===== src/rtl/usbdev_pkg.sv =====
// Shared usbdev types for the AON suspend/wake sequencer.
// Holds the FSM state encoding and the latched wake cause layout.
package usbdev_pkg;

    typedef enum logic [2:0] {
        AonIdle    = 3'd0,
        AonSettle  = 3'd1,
        AonArm     = 3'd2,
        AonMonitor = 3'd3,
        AonWake    = 3'd4,
        AonRelease = 3'd5
    } aon_susp_state_e;

    typedef struct packed {
        logic sense_lost;
        logic bus_reset;
        logic bus_not_idle;
    } aon_wake_cause_t;

endpackage


===== src/rtl/usbdev_aon_suspend_ctrl.sv =====
// AON suspend hand-off / wake hand-back sequencer beside the wake detector.
// Optional ARM/RELEASE timeout: define USBDEV_AON_SUSPEND_TIMEOUT_EN.
module usbdev_aon_suspend_ctrl
    import usbdev_pkg::*;
#(
    parameter int unsigned SettleCycles  = 4,
    parameter int unsigned TimeoutCycles = 1023
) (
    input  logic       clk_aon_i,
    input  logic       rst_aon_ni,
    input  logic       suspend_req_aon_i,
    input  logic       wake_ack_aon_i,
    input  logic       wake_detect_active_aon_i,
    input  logic       wake_req_aon_i,
    input  logic       bus_not_idle_aon_i,
    input  logic       bus_reset_aon_i,
    input  logic       sense_lost_aon_i,
    output logic       suspend_req_aon_o,
    output logic       wake_ack_aon_o,
    output logic       wake_req_o,
    output logic [2:0] wake_cause_o,
    output logic       busy_o,
    output logic [2:0] state_o,
    output logic       timeout_o
);

    localparam int unsigned CntMax =
        (SettleCycles > TimeoutCycles) ? SettleCycles : TimeoutCycles;
    localparam int unsigned CntW = $clog2(CntMax + 1);
    localparam logic [CntW-1:0] SettleInit = CntW'(SettleCycles - 1);

    aon_susp_state_e state_q, state_d;
    logic [CntW-1:0] cnt_q, cnt_d;
    aon_wake_cause_t cause_q, cause_d;

`ifdef USBDEV_AON_SUSPEND_TIMEOUT_EN
    localparam logic [CntW-1:0] TmoLast = CntW'(TimeoutCycles - 1);
    logic tmo_q, tmo_d;
`endif

    // Next-state, counter and cause update for the single sequencer FSM.
    always_comb begin
        state_d = state_q;
        cnt_d   = cnt_q;
        cause_d = cause_q;
`ifdef USBDEV_AON_SUSPEND_TIMEOUT_EN
        tmo_d   = 1'b0;
`endif
        case (state_q)
            AonIdle: begin
                if (suspend_req_aon_i) begin
                    state_d = AonSettle;
                    cnt_d   = SettleInit;
                end
            end
            AonSettle: begin
                if (!suspend_req_aon_i) begin
                    state_d = AonIdle;
                end else if (cnt_q == '0) begin
                    state_d = AonArm;
                    cause_d = '0;
                    cnt_d   = '0;
                end else begin
                    cnt_d = cnt_q - 1'b1;
                end
            end
            AonArm: begin
                if (wake_detect_active_aon_i) begin
                    state_d = AonMonitor;
`ifdef USBDEV_AON_SUSPEND_TIMEOUT_EN
                end else if (cnt_q >= TmoLast) begin
                    state_d = AonIdle;
                    tmo_d   = 1'b1;
                end else begin
                    cnt_d = cnt_q + 1'b1;
`endif
                end
            end
            AonMonitor: begin
                if (wake_req_aon_i) begin
                    state_d = AonWake;
                    cause_d = '{sense_lost:   sense_lost_aon_i,
                                bus_reset:    bus_reset_aon_i,
                                bus_not_idle: bus_not_idle_aon_i};
                end else if (wake_ack_aon_i) begin
                    state_d = AonRelease;
                    cnt_d   = '0;
                end
            end
            AonWake: begin
                if (wake_ack_aon_i) begin
                    state_d = AonRelease;
                    cnt_d   = '0;
                end
            end
            AonRelease: begin
                if (!wake_detect_active_aon_i) begin
                    state_d = AonIdle;
`ifdef USBDEV_AON_SUSPEND_TIMEOUT_EN
                end else if (cnt_q >= TmoLast) begin
                    state_d = AonIdle;
                    tmo_d   = 1'b1;
                end else begin
                    cnt_d = cnt_q + 1'b1;
`endif
                end
            end
            default: state_d = AonIdle;
        endcase
    end

    // State, counter and latched cause registers.
    always_ff @(posedge clk_aon_i or negedge rst_aon_ni) begin
        if (!rst_aon_ni) begin
            state_q <= AonIdle;
            cnt_q   <= '0;
            cause_q <= '0;
        end else begin
            state_q <= state_d;
            cnt_q   <= cnt_d;
            cause_q <= cause_d;
        end
    end

`ifdef USBDEV_AON_SUSPEND_TIMEOUT_EN
    // One-cycle timeout pulse aligned with the return to IDLE.
    always_ff @(posedge clk_aon_i or negedge rst_aon_ni) begin
        if (!rst_aon_ni) begin
            tmo_q <= 1'b0;
        end else begin
            tmo_q <= tmo_d;
        end
    end
    assign timeout_o = tmo_q;
`else
    assign timeout_o = 1'b0;
`endif

    assign suspend_req_aon_o = (state_q == AonArm);
    assign wake_ack_aon_o    = (state_q == AonRelease);
    assign wake_req_o        = (state_q == AonWake);
    assign busy_o            = (state_q != AonIdle);
    assign state_o           = state_q;
    assign wake_cause_o      = cause_q;

endmodule


===== config.mk =====
export PLATFORM = sky130hd
export DESIGN_NAME = usbdev_aon_suspend_ctrl
export DESIGN_NICKNAME = d
export VERILOG_FILES = /design/src/rtl/usbdev_pkg.sv /design/src/rtl/usbdev_aon_suspend_ctrl.sv
export SDC_FILE = /design/constraint.sdc
export NUM_CORES = 1
export LEC_CHECK = 0
export CAP_MARGIN = 5
export CORE_AREA = 3 3 50 52
export DETAILED_ROUTE_END_ITERATION = 6
export DIE_AREA = 0 0 53 55
export PLACE_DENSITY = 0.74
export SLEW_MARGIN = 0
export SYNTH_ARGS = -nofsm -noshare
export SYNTH_HDL_FRONTEND = slang
export SYNTH_SLANG_ARGS = --single-unit

===== constraint.sdc =====
create_clock -name clk_aon_i -period 2.55 [get_ports clk_aon_i]
set_input_delay 0.51 -clock clk_aon_i [delete_from_list [all_inputs] [get_ports clk_aon_i]]
set_output_delay 0.51 -clock clk_aon_i [all_outputs]
set_load 0.02 [all_outputs]

==> results.md <==
- Static Leak: 0.000507 uW
- Area contributors post-synth: dfrtp_1 39%, o21ai_0 8.4%, nor2_1 3.3%
- Sequential power share: 0.341
- Die Wd: about 53 um
- Fin nets: ~140
- Syn Nets: approximately 130
- Layout cell share with drive strength beyond 1: 0.0758
- Root Buffer: clkbuf_4
- Gate count of the mapped netlist: roughly 120
- Number of distinct library cells after synthesis: 43
- Worst Setup Start Kind: register
- Synth top cells by count: 17 x o21ai_0, 16 x dfrtp_1, 9 x nor2_1
- Fillers: 193
- Worst-Skew Late Latency: around 290 ps
- Number of max-cap violations: 0
- Worst setup EP type: output pin
- DRT antenna net count: 0
- Post-CTS Setup Inserts: 0
- # hold bufs at CTS: 0
- Worst-margin pin slew: 699 ps
- CTS resizes: 0
- Post-route cell area: ~1200 um^2
- Routed vias/inst: about 5.6
- Wirelength per Cell: about 14 um
- Part of the power in combinational logic: 0.544
- IO Pins: 20
- DP HPWL: approximately 1600 um
- Prevailing post-synth register cell: dfrtp_1
- Register area: 400 um^2
- RSZ-0062 raised after global routing: no
- Worst-path fanout max: 14
- Htree depth: 1
- Area of the core: 2150 um^2
- Final setup viols: 0
- Die height: ~55 um
- Seq/Total Area, Yosys: 0.395
- Total Power: ~1500 uW
- Setup_tns: 0 ps
- Slew Limit Fails: 0
- Max frequency: 422 MHz
- CP max stage delay: roughly 590 ps
- Bufs on Longest Clock Path: 2
- Register bit count reported by yosys: 16
- DR DRC count: 0
- Rows: 17
- Status: finished, final reports clean
- Die area: around 2900 um^2
- Hold Path Class: register to register
- Hold Fails Final Rpt: 0
- CTS tree: built
- Worst endpoint required time: about 2000 ps
- Setup Crit Path Kind: register to output pin
- Multi-input logic area: roughly 550 um^2
- Clk sinks: 16
- First-pass iteration count of the detailed router: 4
- DR iter-0 viols: 31
- Layout area overhead: 21.2%
- Ant diodes: 0
- Most frequent cell after synthesis: o21ai_0
- Worst hold slack: a little under 600 ps
- First-pass GRT wire length: 3690 um
- Gr usage total: 0.172
- Initial core utilization: 0.472
- Post-synth EDFFs: 0
- Syn_area_per_cell: a little under 9 um^2
- Largest net degree at the start of global routing: 17
- Worst path cell trace: nor2b_1 -> and2_1 -> clkdlybuf4s50_1
- Clock skew: between 4 and 5 ps
- Routed via count: between 800 and 900
- Asr flop ratio synth: 1.00
- Final Wtd Congestion: just over 0.8
- Fin crit share: 0.930
- Placed cell areas: 1190 um^2
- Max stage delay cell, worst path: clkdlybuf4s50_1
- Power Dens Cells: around 1200 nW/um^2
- Worst EP arrival: 1860 ps
- TritonCTS Buffers: 3
- Finished Core Util: 0.573
- Clock Power Share: 0.115
- Post-synth top area share: 0.395
- Synthesized cell area: about 1000 um^2
- Initial antenna violation count: 0
- Clk slew on worst S/H paths: approximately 100 ps
- Vias in the first global route: between 800 and 900
- Total grt overflow: 0
- Synth warn: 0
- Sw power: between 600 and 700 uW
- Final min period: between 2000 and 2500 ps
- WL final: 2190 um
- Synth area leader: dfrtp_1
- Port buffer count: 18
- Max-slew headroom: 0.533
- Cell Int Power: around 820 uW
- Sw Share: 0.454
- Maximum vdd ir drop: 0.705 mV
## stage by stage
step / std cells / setup slack, ps
final: 160 / 180
after global routing: 160 / 78.0
after CTS: 160 / 170
after detailed placement: 156 / 253
after global placement: 156 / 326
after floorplan: 117 / 631
## logic make-up after synthesis
group                      synth area share
DFF                                   0.395
buffers and inverters                0.0653
and+or+nand+nor                       0.286
muxes                               0.00986
xor gates and xnor gates            0.00863
AOI/OAI and AO/OA                     0.219
other                               0.00370
adders and majority gates            0.0123
## layout by cell type (no fill, tap or decap), drive strengths merged, types with 2 or more instances in the layout
cell / n
or4: 3
a2bb2oi: 2
o21ai: 17
inv: 6
nand2b: 5
clkbuf: 4
nor3b: 2
nand3b: 2
clkdlybuf4s50: 18
a21oi: 5
or2: 2
nor2b: 3
o31ai: 3
nand2: 7
dfrtp: 16
nand3: 3
nor2: 9
nor4: 4
## worst paths after layout
path / depth (start not counted) / startpoint / to / slack (ps)
setup / recovery: 3 / state_o[0] / wake_ack_aon_o / 180
max in group asynchronous: 1 / rst_aon_ni / cnt_q[4] / 1480
hold reg to reg: 2 / wake_cause_o[2] / wake_cause_o[2] / 580
min in group asynchronous: 1 / rst_aon_ni / cnt_q[6] / 630
hold / removal: 2 / wake_cause_o[2] / wake_cause_o[2] / 580
setup reg to reg: 7 / cnt_q[0] / cnt_q[2] / 360
## flip-flops by register name, indices dropped and copies added (netlist names)
name          flops
cnt_q            10
state_o           3
wake_cause_o      3
## power groups by stage
stage	Combinational, uW	Sequential, uW	Clock [uW]
final	818	513	172
after global routing	912	531	182
after CTS	825	509	174
after detailed placement	820	513	0
after global placement	805	507	0
after floorplan	595	502	0
## worst max-delay path: cells and delay by family (launching register included)
family        cells  cell delay, ps
buf+inv           1             590
flops             1             580
simple gates      2             400
## area by class of cell
type	instances	area share
Tap cell	28	0.0285
Inverter	6	0.0183
Clock buffer	4	0.0295
Multi-Input combinational cell	87	0.446
Timing Repair Buffer	19	0.153
Sequential cell	16	0.326
## routing by layer
metal	track usage	vias up	wire length (um)
li1	-	457	-
met1	0.196	409	988
met2	0.312	26	1050
met3	0.0322	5	121
met4	0.0766	0	37
met5	0	-	0
(Power assumes the default switching activity.)
